==> config.mk <==
export PLATFORM = sky130hd
export DESIGN_NAME = ram_arbiter
export DESIGN_NICKNAME = d
export VERILOG_FILES = /design/src/rtl/bb_ram_pkg.sv /design/src/rtl/rr_arbiter2.sv /design/src/rtl/ram_arbiter.sv
export SDC_FILE = /design/constraint.sdc
export NUM_CORES = 1
export LEC_CHECK = 0
export ABC_AREA = 1
export ABC_CLOCK_PERIOD_IN_PS = 1250
export BUFFER_PORTS_ARGS = -buffer_cell sky130_fd_sc_hd__buf_4
export CAP_MARGIN = 20
export CORE_UTILIZATION = 29
export DETAILED_ROUTE_END_ITERATION = 10
export PLACE_DENSITY = 0.85
export REMOVE_ABC_BUFFERS = 1
export SYNTH_ARGS = -nofsm -noshare
export SYNTH_HDL_FRONTEND = slang
export SYNTH_HIERARCHICAL = 1
export SYNTH_SLANG_ARGS = --single-unit
==> constraint.sdc <==
create_clock -name clk -period 1.25 [get_ports clk]
set_input_delay 0 -clock clk [delete_from_list [all_inputs] [get_ports clk]]
set_output_delay 0 -clock clk [all_outputs]
set_load 0.005 [all_outputs]
==> src/rtl/bb_ram_pkg.sv <==
// rtl/bb_ram_pkg.sv - shared constants and types for the two-port RAM arbiter
package bb_ram_pkg;

  // Number of requesters sharing the RAM.
  localparam int N_REQ = 2;

  // Index of a requester (0 = CPU side, 1 = DMA side).
  typedef logic req_idx_t;

  // Command type carried on req_write.
  localparam logic CMD_READ  = 1'b0;
  localparam logic CMD_WRITE = 1'b1;

endpackage

==> src/rtl/rr_arbiter2.sv <==
// rtl/rr_arbiter2.sv - combinational two-way round-robin grant
module rr_arbiter2
  import bb_ram_pkg::*;
(
  input  logic [N_REQ-1:0] i_req,
  input  req_idx_t         i_last_grant,
  output logic [N_REQ-1:0] o_grant,
  output req_idx_t         o_grant_idx
);

  // A lone requester always wins; under contention the one not served last wins.
  // With nobody requesting, the index parks on 0 so the RAM sees requester 0's address.
  always_comb begin
    o_grant     = '0;
    o_grant_idx = 1'b0;
    case (i_req)
      2'b01: begin
        o_grant     = 2'b01;
        o_grant_idx = 1'b0;
      end
      2'b10: begin
        o_grant     = 2'b10;
        o_grant_idx = 1'b1;
      end
      2'b11: begin
        if (i_last_grant == 1'b1) begin
          o_grant     = 2'b01;
          o_grant_idx = 1'b0;
        end else begin
          o_grant     = 2'b10;
          o_grant_idx = 1'b1;
        end
      end
      default: begin
        o_grant     = '0;
        o_grant_idx = 1'b0;
      end
    endcase
  end

endmodule

==> src/rtl/ram_arbiter.sv <==
// rtl/ram_arbiter.sv - round-robin sharing of one single-port RAM between two requesters
module ram_arbiter
  import bb_ram_pkg::*;
#(
  parameter int ADDRESS_BITS = 6,
  parameter int DATA_BITS    = 8
) (
  input  logic                        clk,
  input  logic                        reset,
  input  logic [N_REQ-1:0]            req_valid,
  input  logic [N_REQ-1:0]            req_write,
  input  logic [2*ADDRESS_BITS-1:0]   req_addr,
  input  logic [2*DATA_BITS-1:0]      req_wdata,
  output logic [N_REQ-1:0]            req_ready,
  output logic [N_REQ-1:0]            rsp_valid,
  output logic [DATA_BITS-1:0]        rsp_rdata,
  output logic                        ram_enable,
  output logic [ADDRESS_BITS-1:0]     ram_address,
  output logic [DATA_BITS-1:0]        ram_data_in,
  input  logic [DATA_BITS-1:0]        ram_data_out
);

  logic [N_REQ-1:0] w_grant;
  req_idx_t         w_grant_idx;
  logic             w_accept;

  req_idx_t         r_last_grant;
  logic             r_pend_valid;
  req_idx_t         r_pend_id;

  rr_arbiter2 u_rr_arbiter2 (
    .i_req        (req_valid),
    .i_last_grant (r_last_grant),
    .o_grant      (w_grant),
    .o_grant_idx  (w_grant_idx)
  );

  // Grants are suppressed while reset is held so nothing is accepted or written.
  always_comb begin
    req_ready = reset ? '0 : w_grant;
    w_accept  = |(req_valid & req_ready);
  end

  // Steer the winner's command onto the RAM pins; only an accepted write strobes the RAM.
  always_comb begin
    ram_address = w_grant_idx ? req_addr[2*ADDRESS_BITS-1:ADDRESS_BITS]
                              : req_addr[ADDRESS_BITS-1:0];
    ram_data_in = w_grant_idx ? req_wdata[2*DATA_BITS-1:DATA_BITS]
                              : req_wdata[DATA_BITS-1:0];
    ram_enable  = w_accept && (req_write[w_grant_idx] == CMD_WRITE);
  end

  // Round-robin pointer and one-deep response pipeline; last_grant resets to 1 so
  // requester 0 wins the first contention.
  always_ff @(posedge clk or posedge reset) begin
    if (reset) begin
      r_last_grant <= 1'b1;
      r_pend_valid <= 1'b0;
      r_pend_id    <= 1'b0;
    end else begin
      r_pend_valid <= w_accept;
      if (w_accept) begin
        r_last_grant <= w_grant_idx;
        r_pend_id    <= w_grant_idx;
      end
    end
  end

  // The response strobe follows the recorded issuer; data comes straight off the RAM register.
  always_comb begin
    rsp_valid = '0;
    if (r_pend_valid) begin
      rsp_valid[r_pend_id] = 1'b1;
    end
    rsp_rdata = ram_data_out;
  end

endmodule

---- After elaboration in Yosys (flattened, before gate mapping) ----
Index checks and enable logic that the tools add are counted.
word-level totals
  register bits after elaboration ......... 3
  bits in latches ......................... 0
  bits in writable memories ............... 0
  memory bits (read-only) ................. 0
  input bits .............................. 42
  word-level logic and storage cells ...... 25
  memories kept ........................... 0
operators by class
  $add $sub $neg .......................... 0
  $mul .................................... 0
  divide/modulo/power cells ............... 0
  $lt $le $gt $ge ......................... 3
  eq/ne operators ......................... 3
  shifts and indexed selects .............. 0
  multiplexer cells ....................... 12
  bitwise operators ....................... 1
  reduce and logical (&&, ||, !) cells .... 3
operators by type and width
  operator                                                     count
  two-way mux 8 bit                                            1
  two-way mux 2 bit                                            3
  two-way mux 6 bit                                            1
  case mux 2 bit (3 select lines)                              1
  == test 2 bit (second input constant)                        2
  less-than comparator 1 x 2 -> 1 bit (second input constant)  2
  two-way mux 1 bit                                            4
  AND 2 bit                                                    1
  == test 2 x 1 -> 1 bit (second input constant)               1
  logical AND 1 bit                                            2
  case mux 1 bit (2 select lines)                              1
  OR reduction 2 bit                                           1
  demux 1 bit (select 1 bit)                                   1
  >= comparator 1 bit (second input constant)                  1

---- Logic depth before layout (Yosys ltp) ----
Gate-level depths: netlist of run 1.
  depth after elaboration ................. 6
  gate-level depth with buffers ........... 7

---- By module ----
The synthesis of run 1 kept the hierarchy.
by module, submodules not included
  module       times used  cells an instance  area an instance (sq um)  seq. area each (sq um)
  ram_arbiter  1           78                 465.4                     76.3
  rr_arbiter2  1           6                  25.0                      0.0

---- Worst setup path before layout of run 1 ----
OpenSTA, ideal clock, no wires.
  kind .................................... flip-flop to flip-flop
  start ................................... register r_last_grant
  end ..................................... register r_pend_id
  setup time .............................. 0.117 ns
  arrival time ............................ 0.905 ns
  required time ........................... 1.133 ns
  path slack .............................. 0.229 ns
  cell stages (with the launch flop) ...... 6
  path buffers ............................ 0
  period minus slack after synthesis ...... 1.021 ns
  path through ............................ dfstp_2 > nand2_1 > nand2_1 > nand3_4 > nand3_1 > nand2_1
on the way
  longest elaborated chain between the ends .. 5
ends and longest elaborated chain
  element                          RTL line           RTL
  start, declared                  ram_arbiter.sv:27  req_idx_t r_last_grant;
  start signal, assigned           ram_arbiter.sv:63  r_last_grant <= w_grant_idx;
  two-way mux 2 bit                rr_arbiter2.sv:26  if (i_last_grant == 1'b1) begin
  case mux 2 bit (3 select lines)  rr_arbiter2.sv:16  case (i_req)
  net w_grant[0]                   ram_arbiter.sv:23  logic [N_REQ-1:0] w_grant;
  two-way mux 2 bit                ram_arbiter.sv:40  req_ready = reset ? '0 : w_grant;
  AND 2 bit                        ram_arbiter.sv:41  w_accept = |(req_valid & req_ready);
  OR reduction 2 bit               ram_arbiter.sv:41
  end signal, assigned             ram_arbiter.sv:64  r_pend_id <= w_grant_idx;
  end, declared                    ram_arbiter.sv:29  req_idx_t r_pend_id;
The timed path passes the listed nets, and every way through them passes these cells.
A chain may end at the register's enable or synchronous reset.

---- Final worst setup path of run 1 ----
  start ................................... register r_last_grant
  end ..................................... output port ram_enable
RTL lines
  element                                                RTL line           RTL
  two-way mux 1 bit                                      rr_arbiter2.sv:26
  case mux 1 bit (2 select lines)                        rr_arbiter2.sv:16
  net w_grant_idx                                        ram_arbiter.sv:24  req_idx_t w_grant_idx;
  two-way mux 1 bit (not written as such) (2 in series)  ram_arbiter.sv:50  ram_enable = w_accept && (req_write[w_grant_idx] == CMD_WRITE);
  logical AND 1 bit                                      ram_arbiter.sv:50
  end, declared                                          ram_arbiter.sv:17  output logic ram_enable,
The timed path passes the listed nets, and every way through them passes these cells. The select of a mux whose other input is x is not followed.

==> results of run 1 <==
[state kept, by name, indices dropped and copies added, names as in the netlist]
name,flops
r_pend_id,1
r_last_grant,1
r_pend_valid,1
[metrics by stage]
step,TNS (ps),cells
2_1_floorplan,-7490,73
3_3_place_gp,-4180,142
3_5_place_dp,-4700,142
4_1_cts,-1780,160
5_1_grt,-3420,161
6_report,-2380,161
[kinds of logic (layout without fill, tap and decap cells)]
| family | Yosys count | in the layout | share of synthesized area |
|---|---|---|---|
| buf+inv | 33 | 93 | 0.352 |
| simple gates | 31 | 31 | 0.319 |
| compound gates | 17 | 18 | 0.173 |
| flops | 3 | 3 | 0.156 |
[synth_stat cells (all sizes together)]
master,count,area share
nand2,24,0.20
o21ai,15,0.15
dfstp,1,0.054
buf,11,0.18
a21oi,2,0.020
nand3,4,0.092
inv,22,0.17
nor2,3,0.023
dfrtp,2,0.10
[area by class of cell]
type | instances | area (µm²) | share of cell area
well taps | 16 | 20.0 | 0.0185
flip-flops and latches | 3 | 76.3 | 0.0707
multi-input cells | 49 | 339 | 0.314
clock buffers | 4 | 26.3 | 0.0243
inverters | 22 | 82.6 | 0.0765
repair buffers | 67 | 536 | 0.496
[power by group]
part / switching, mW / total (mW) / internal [mW]
Clock: 0.0735 / 0.195 / 0.121
Sequential: 0.0227 / 0.150 / 0.127
Combinational: 0.247 / 0.603 / 0.356
[how the worst max path moves through the flow]
stage / slack [ps] / cells past startpoint / startpoint / endpoint
finish: -200 / 8 / r_last_grant$_DFFE_PP1P_ / ram_enable
global route: -260 / 7 / r_last_grant$_DFFE_PP1P_ / ram_enable
CTS: -130 / 7 / r_last_grant$_DFFE_PP1P_ / ram_enable
detailed placement: -340 / 5 / r_last_grant$_DFFE_PP1P_ / ram_enable
global placement: -270 / 5 / r_last_grant$_DFFE_PP1P_ / ram_enable
floorplan: -470 / 5 / r_last_grant$_DFFE_PP1P_ / ram_enable
[timing repair]
item                                   in CTS  in global routing
endpoints found under the hold margin       3                  0
cloned                                      1                  0
setup endpoints to repair                  19                 19
setup buffers                              12                  1
gates resized for setup                    29                 13
hold buffers                                1                  0
pin swaps                                   8                  3
[metal layers]
| layer | routed length, µm | track usage | vias up |
|---|---|---|---|
| met2 | 990 | 0.388 | 42 |
| met3 | 204 | 0.111 | 5 |
| met1 | 621 | 0.203 | 317 |
| met4 | 21 | 0.0848 | 0 |
| met5 | 0 | 0 | - |
| li1 | - | - | 369 |
==> metrics.txt, run 1 <==
Vias/cell=approximately 4.6; Setup CP Type=flip-flop to output port; largest net degree at the start of global routing=12; Filler cells=roughly 120; Setup WS post-layout=-197 ps; CP Launch Type=flip-flop; proportion of layout cells with a drive suffix above 1=0.634; DRT Pass-1 Iters=4; failing checks=setup timing; Worst-Margin Slew=279 ps; post-route minimum period=around 1400 ps; dpl ws=-343 ps; initial DRC count=10; Crit. End Element=output port; reg2reg end=r_pend_id$_DFFE_PP0P_; port buffer count=52; Routed WL=1.84 mm; number of buffers and inverters on the critical path=4; initial antenna violation count=0; RSZ-0062 raised after global routing=yes; # Max-Cap Violations=0; reg2reg start=r_last_grant$_DFFE_PP1P_; slew margin rel.=0.814; clock skew=6.22 ps; Hold Startpoint=ram_data_out[0]; critical path, cell by cell=buf_6, a21oi_4, buf_6, nand2_4, o21ai_4, nand2_1, inv_1, buf_4; Post-Syn Area=490 µm²; PwrDens=just under 900 nW/µm²; worst-skew pair later-pin latency=260 ps; Final Hold Viols=0; Die ar.=between 1500 and 2000 µm²; first-pass GRT wire length=2.93 mm; Yosys cell types=15; VDD IR-drop max=around 0.61 mV; post-synthesis sequential area ratio=0.156; GR Overflow Total=0; via count=733; Pwr Total=947 µW; Min-Delay Endpoint=rsp_rdata[0]; FF-to-FF path depth=7; Worst path max stage delay=560 ps; Synth Register Bits=3; clock transition at the registers of the reported paths=40 ps; Critical Path AT=1450 ps; vias in the first global route=692; fin util=0.700; IO Count=69; Hold WC Path Type=input pin to output port; register-to-register setup slack=-40 ps; gr usage total=0.216; final instance area=approximately 1100 µm²; status=finished with violations; syn_area_per_cell=5.84 µm²; Final Wtd Congestion=0.800; crit-path leading delay family=flip-flops; Placed Instance Area=822 µm²; final net count=188; post-route ant nets=0; most frequent cells in the layout=58 x buf_4, 20 x inv_1, 18 x nand2_1; Pins Over Slew Limit=0; ANT cells=0; # DRC=0; # setup viols final=18; hold slack=approximately 0.046 ps; CTS tree=yes; Synth warnings=6; CP max FO=3; Die H=43.1 µm; root buffer cell=clkbuf_4; die width=43.1 µm; CORE AREA=about 1500 µm²; hold path cells=0; post-DP HPWL=~1.2 mm; slowest cell on the critical path=dfstp_2; synthesis-to-layout area growth=120%; Routed wire per std cell=~11 µm; Num Clock Sinks=3; Max Root-Sink Buffers=2; CTS buffer count=3; CTS H-Tree Depth=1; most common cell after layout, fill and taps aside=buf_4; Max Clock Freq=691 MHz; Crit path required time=1250 ps; Most common cell on crit path=buf_6; Site Rows=14; Mapped Cells=84; Static Leak=0.635 nW; starting density of the core=0.318; Tcrit/Tclk final=1.16
Note: power is estimated with default switching activity, not from simulation.
==> inputs of run 2 (changes only) <==
--- a/config.mk
+++ b/config.mk
@@ -10,9 +10,12 @@
 export BUFFER_PORTS_ARGS = -buffer_cell sky130_fd_sc_hd__buf_4
 export CAP_MARGIN = 20
 export CORE_UTILIZATION = 29
+export CTS_CLUSTER_SIZE = 20
 export DETAILED_ROUTE_END_ITERATION = 10
+export HOLD_SLACK_MARGIN = 0.12
 export PLACE_DENSITY = 0.85
 export REMOVE_ABC_BUFFERS = 1
+export SKIP_CTS_REPAIR_TIMING = 1
 export SYNTH_ARGS = -nofsm -noshare
 export SYNTH_HDL_FRONTEND = slang
 export SYNTH_HIERARCHICAL = 1
==> metrics.txt, run 2 (synthesis gave the netlist of run 1 again) <==
Hold Startpoint=req_valid[0]; Worst-Margin Slew=208 ps (-71.1 ps); initial antenna violation count=0 (unchanged); vias in the first global route=558 (-19%); Routed wire per std cell=11.9 µm (+4.0%); DRT Pass-1 Iters=5 (+1); ANT cells=0 (unchanged); CTS tree=yes; Final Wtd Congestion=0.800 (unchanged); status=finished with violations; hold path cells=4 (+4); Max Root-Sink Buffers=2 (unchanged); Max Clock Freq=715 MHz (+3.5%); Worst path max stage delay=560 ps (about the same); FF-to-FF path depth=7 (unchanged); top flop regs=r_last_grant: 1 flops, r_pend_id: 1 flops, r_pend_valid: 1 flops; die width=43.1 µm (unchanged); failing checks=setup timing; Routed WL=1.94 mm (+5.3%); Pwr Total=853 µW (-10%); # setup viols final=18 (unchanged); most frequent cells in the layout=55 x buf_4, 20 x inv_1, 18 x nand2_1; slew margin rel.=0.861 (+0.0473); port buffer count=52 (unchanged); Crit path required time=1250 ps (about the same); Seq. cell area=76.3 µm² (unchanged); number of buffers and inverters on the critical path=3 (-1); Non-Filler Instances=163 (+1.2%); gr usage total=0.159 (-0.0563); proportion of layout cells with a drive suffix above 1=0.531 (-0.104); CTS buffer count=3 (unchanged); # Max-Cap Violations=0 (unchanged); Die H=43.1 µm (unchanged); Min-Delay Endpoint=r_pend_valid$_DFF_PP0_; largest net degree at the start of global routing=32 (+20); clock transition at the registers of the reported paths=40 ps (about the same); CORE AREA=1540 µm² (unchanged); Die ar.=1860 µm² (unchanged); starting density of the core=0.318 (unchanged); post-DP HPWL=1.17 mm (unchanged); critical path, cell by cell=buf_6, nand2_2, nand2_2, nand3_4, nand2_4, nand2_2, inv_2, buf_6; synthesis-to-layout area growth=119%; Setup WS post-layout=-148 ps (+48.6 ps); PwrDens=794 nW/µm² (-9.5%); crit-path leading delay family=flip-flops; RSZ-0062 raised after global routing=yes; register-to-register setup slack=-50 ps (about the same); Site Rows=14 (unchanged); most common cell after layout, fill and taps aside=buf_4; first-pass GRT wire length=2.21 mm (-24%); Placed Instance Area=822 µm² (unchanged); Crit. End Element=output port; Pins Over Slew Limit=0 (unchanged); Hold WC Path Type=input pin to flip-flop; Setup CP Type=flip-flop to output port; slowest cell on the critical path=dfstp_2; Final Hold Viols=0 (unchanged); post-route minimum period=1400 ps (-48.6 ps); GR Overflow Total=0 (unchanged); Static Leak=0.620 nW (-2.4%); Vias/cell=4.45 (-2.3%); worst-skew pair later-pin latency=240 ps (-20 ps); reg2reg start=r_last_grant$_DFFE_PP1P_; final net count=190 (+1.1%); Critical Path Start=r_last_grant$_DFFE_PP1P_; post-route ant nets=0 (unchanged); root buffer cell=clkbuf_4; Most common cell on crit path=nand2_2; Tcrit/Tclk final=1.12 (-0.0389); IO Count=69 (unchanged); CP Launch Type=flip-flop; CP max FO=3 (unchanged); clock skew=1.39 ps (-4.83 ps); via count=725 (-1.1%); initial DRC count=7 (-3); Num Clock Sinks=3 (unchanged); # DRC=0 (unchanged); final instance area=1070 µm² (-0.58%); VDD IR-drop max=0.375 mV (-39%); Critical Path AT=1400 ps (-50 ps); reg2reg end=r_pend_id$_DFFE_PP0P_; Filler cells=120 (+0.84%); CTS H-Tree Depth=1 (unchanged); Multi-input gate area=278 µm² (-18%); Setup TNS=-1220 ps (+1150 ps); Placed Cells=142 (unchanged); dpl ws=-343 ps (unchanged)
-- run 2: through the flow --
stage / hold WS [ps] / util
2_1_floorplan: -230 / -
3_3_place_gp: -88.2 / 0.533
3_5_place_dp: -85.9 / 0.533
4_1_cts: -338 / 0.550
5_1_grt: 191 / 0.696
6_report: 179 / 0.696
-- run 2: power breakdown --
| group | internal, mW | switching [mW] |
|---|---|---|
| Sequential | 0.127 | 0.0229 |
| Clock | 0.120 | 0.0547 |
| Combinational | 0.314 | 0.214 |
| Total | 0.561 | 0.292 |
-- run 2: worst max-delay path by stage --
| stage | endpoint | slack (ps) | depth (start not counted) |
|---|---|---|---|
| 4_1_cts | ram_enable | -600 | 5 |
| 2_1_floorplan | ram_enable | -470 | 5 |
| 5_1_grt | ram_enable | -210 | 8 |
| 3_3_place_gp | ram_enable | -270 | 5 |
| 3_5_place_dp | ram_enable | -340 | 5 |
| 6_report | ram_enable | -150 | 8 |
-- run 2: area by class of cell --
class                           count  share of cell area
Multi-Input combinational cell     48               0.259
Sequential cell                     3              0.0711
Tap cell                           16              0.0186
Clock buffer                        4              0.0245
Inverter                           22              0.0769
Timing Repair Buffer               70               0.550
-- run 2: worst register-to-register path, cell delays in order (launching register included) --
cell     delay (ps)
dfstp_2         560
buf_6           120
nand2_2          60
nand2_2          80
nand3_4          90
buf_4           150
nand3_1          70
nand2_1          60
-- run 2: layer usage --
layer / up-vias / global-route usage / part of all wire / wire [µm]
li1: 367 / - / - / -
met3: 4 / 0.0936 / 0.052 / 100
met2: 32 / 0.290 / 0.58 / 1120
met4: 0 / 0.0727 / 0.0098 / 19
met5: - / 0 / 0 / 0
met1: 322 / 0.136 / 0.36 / 697
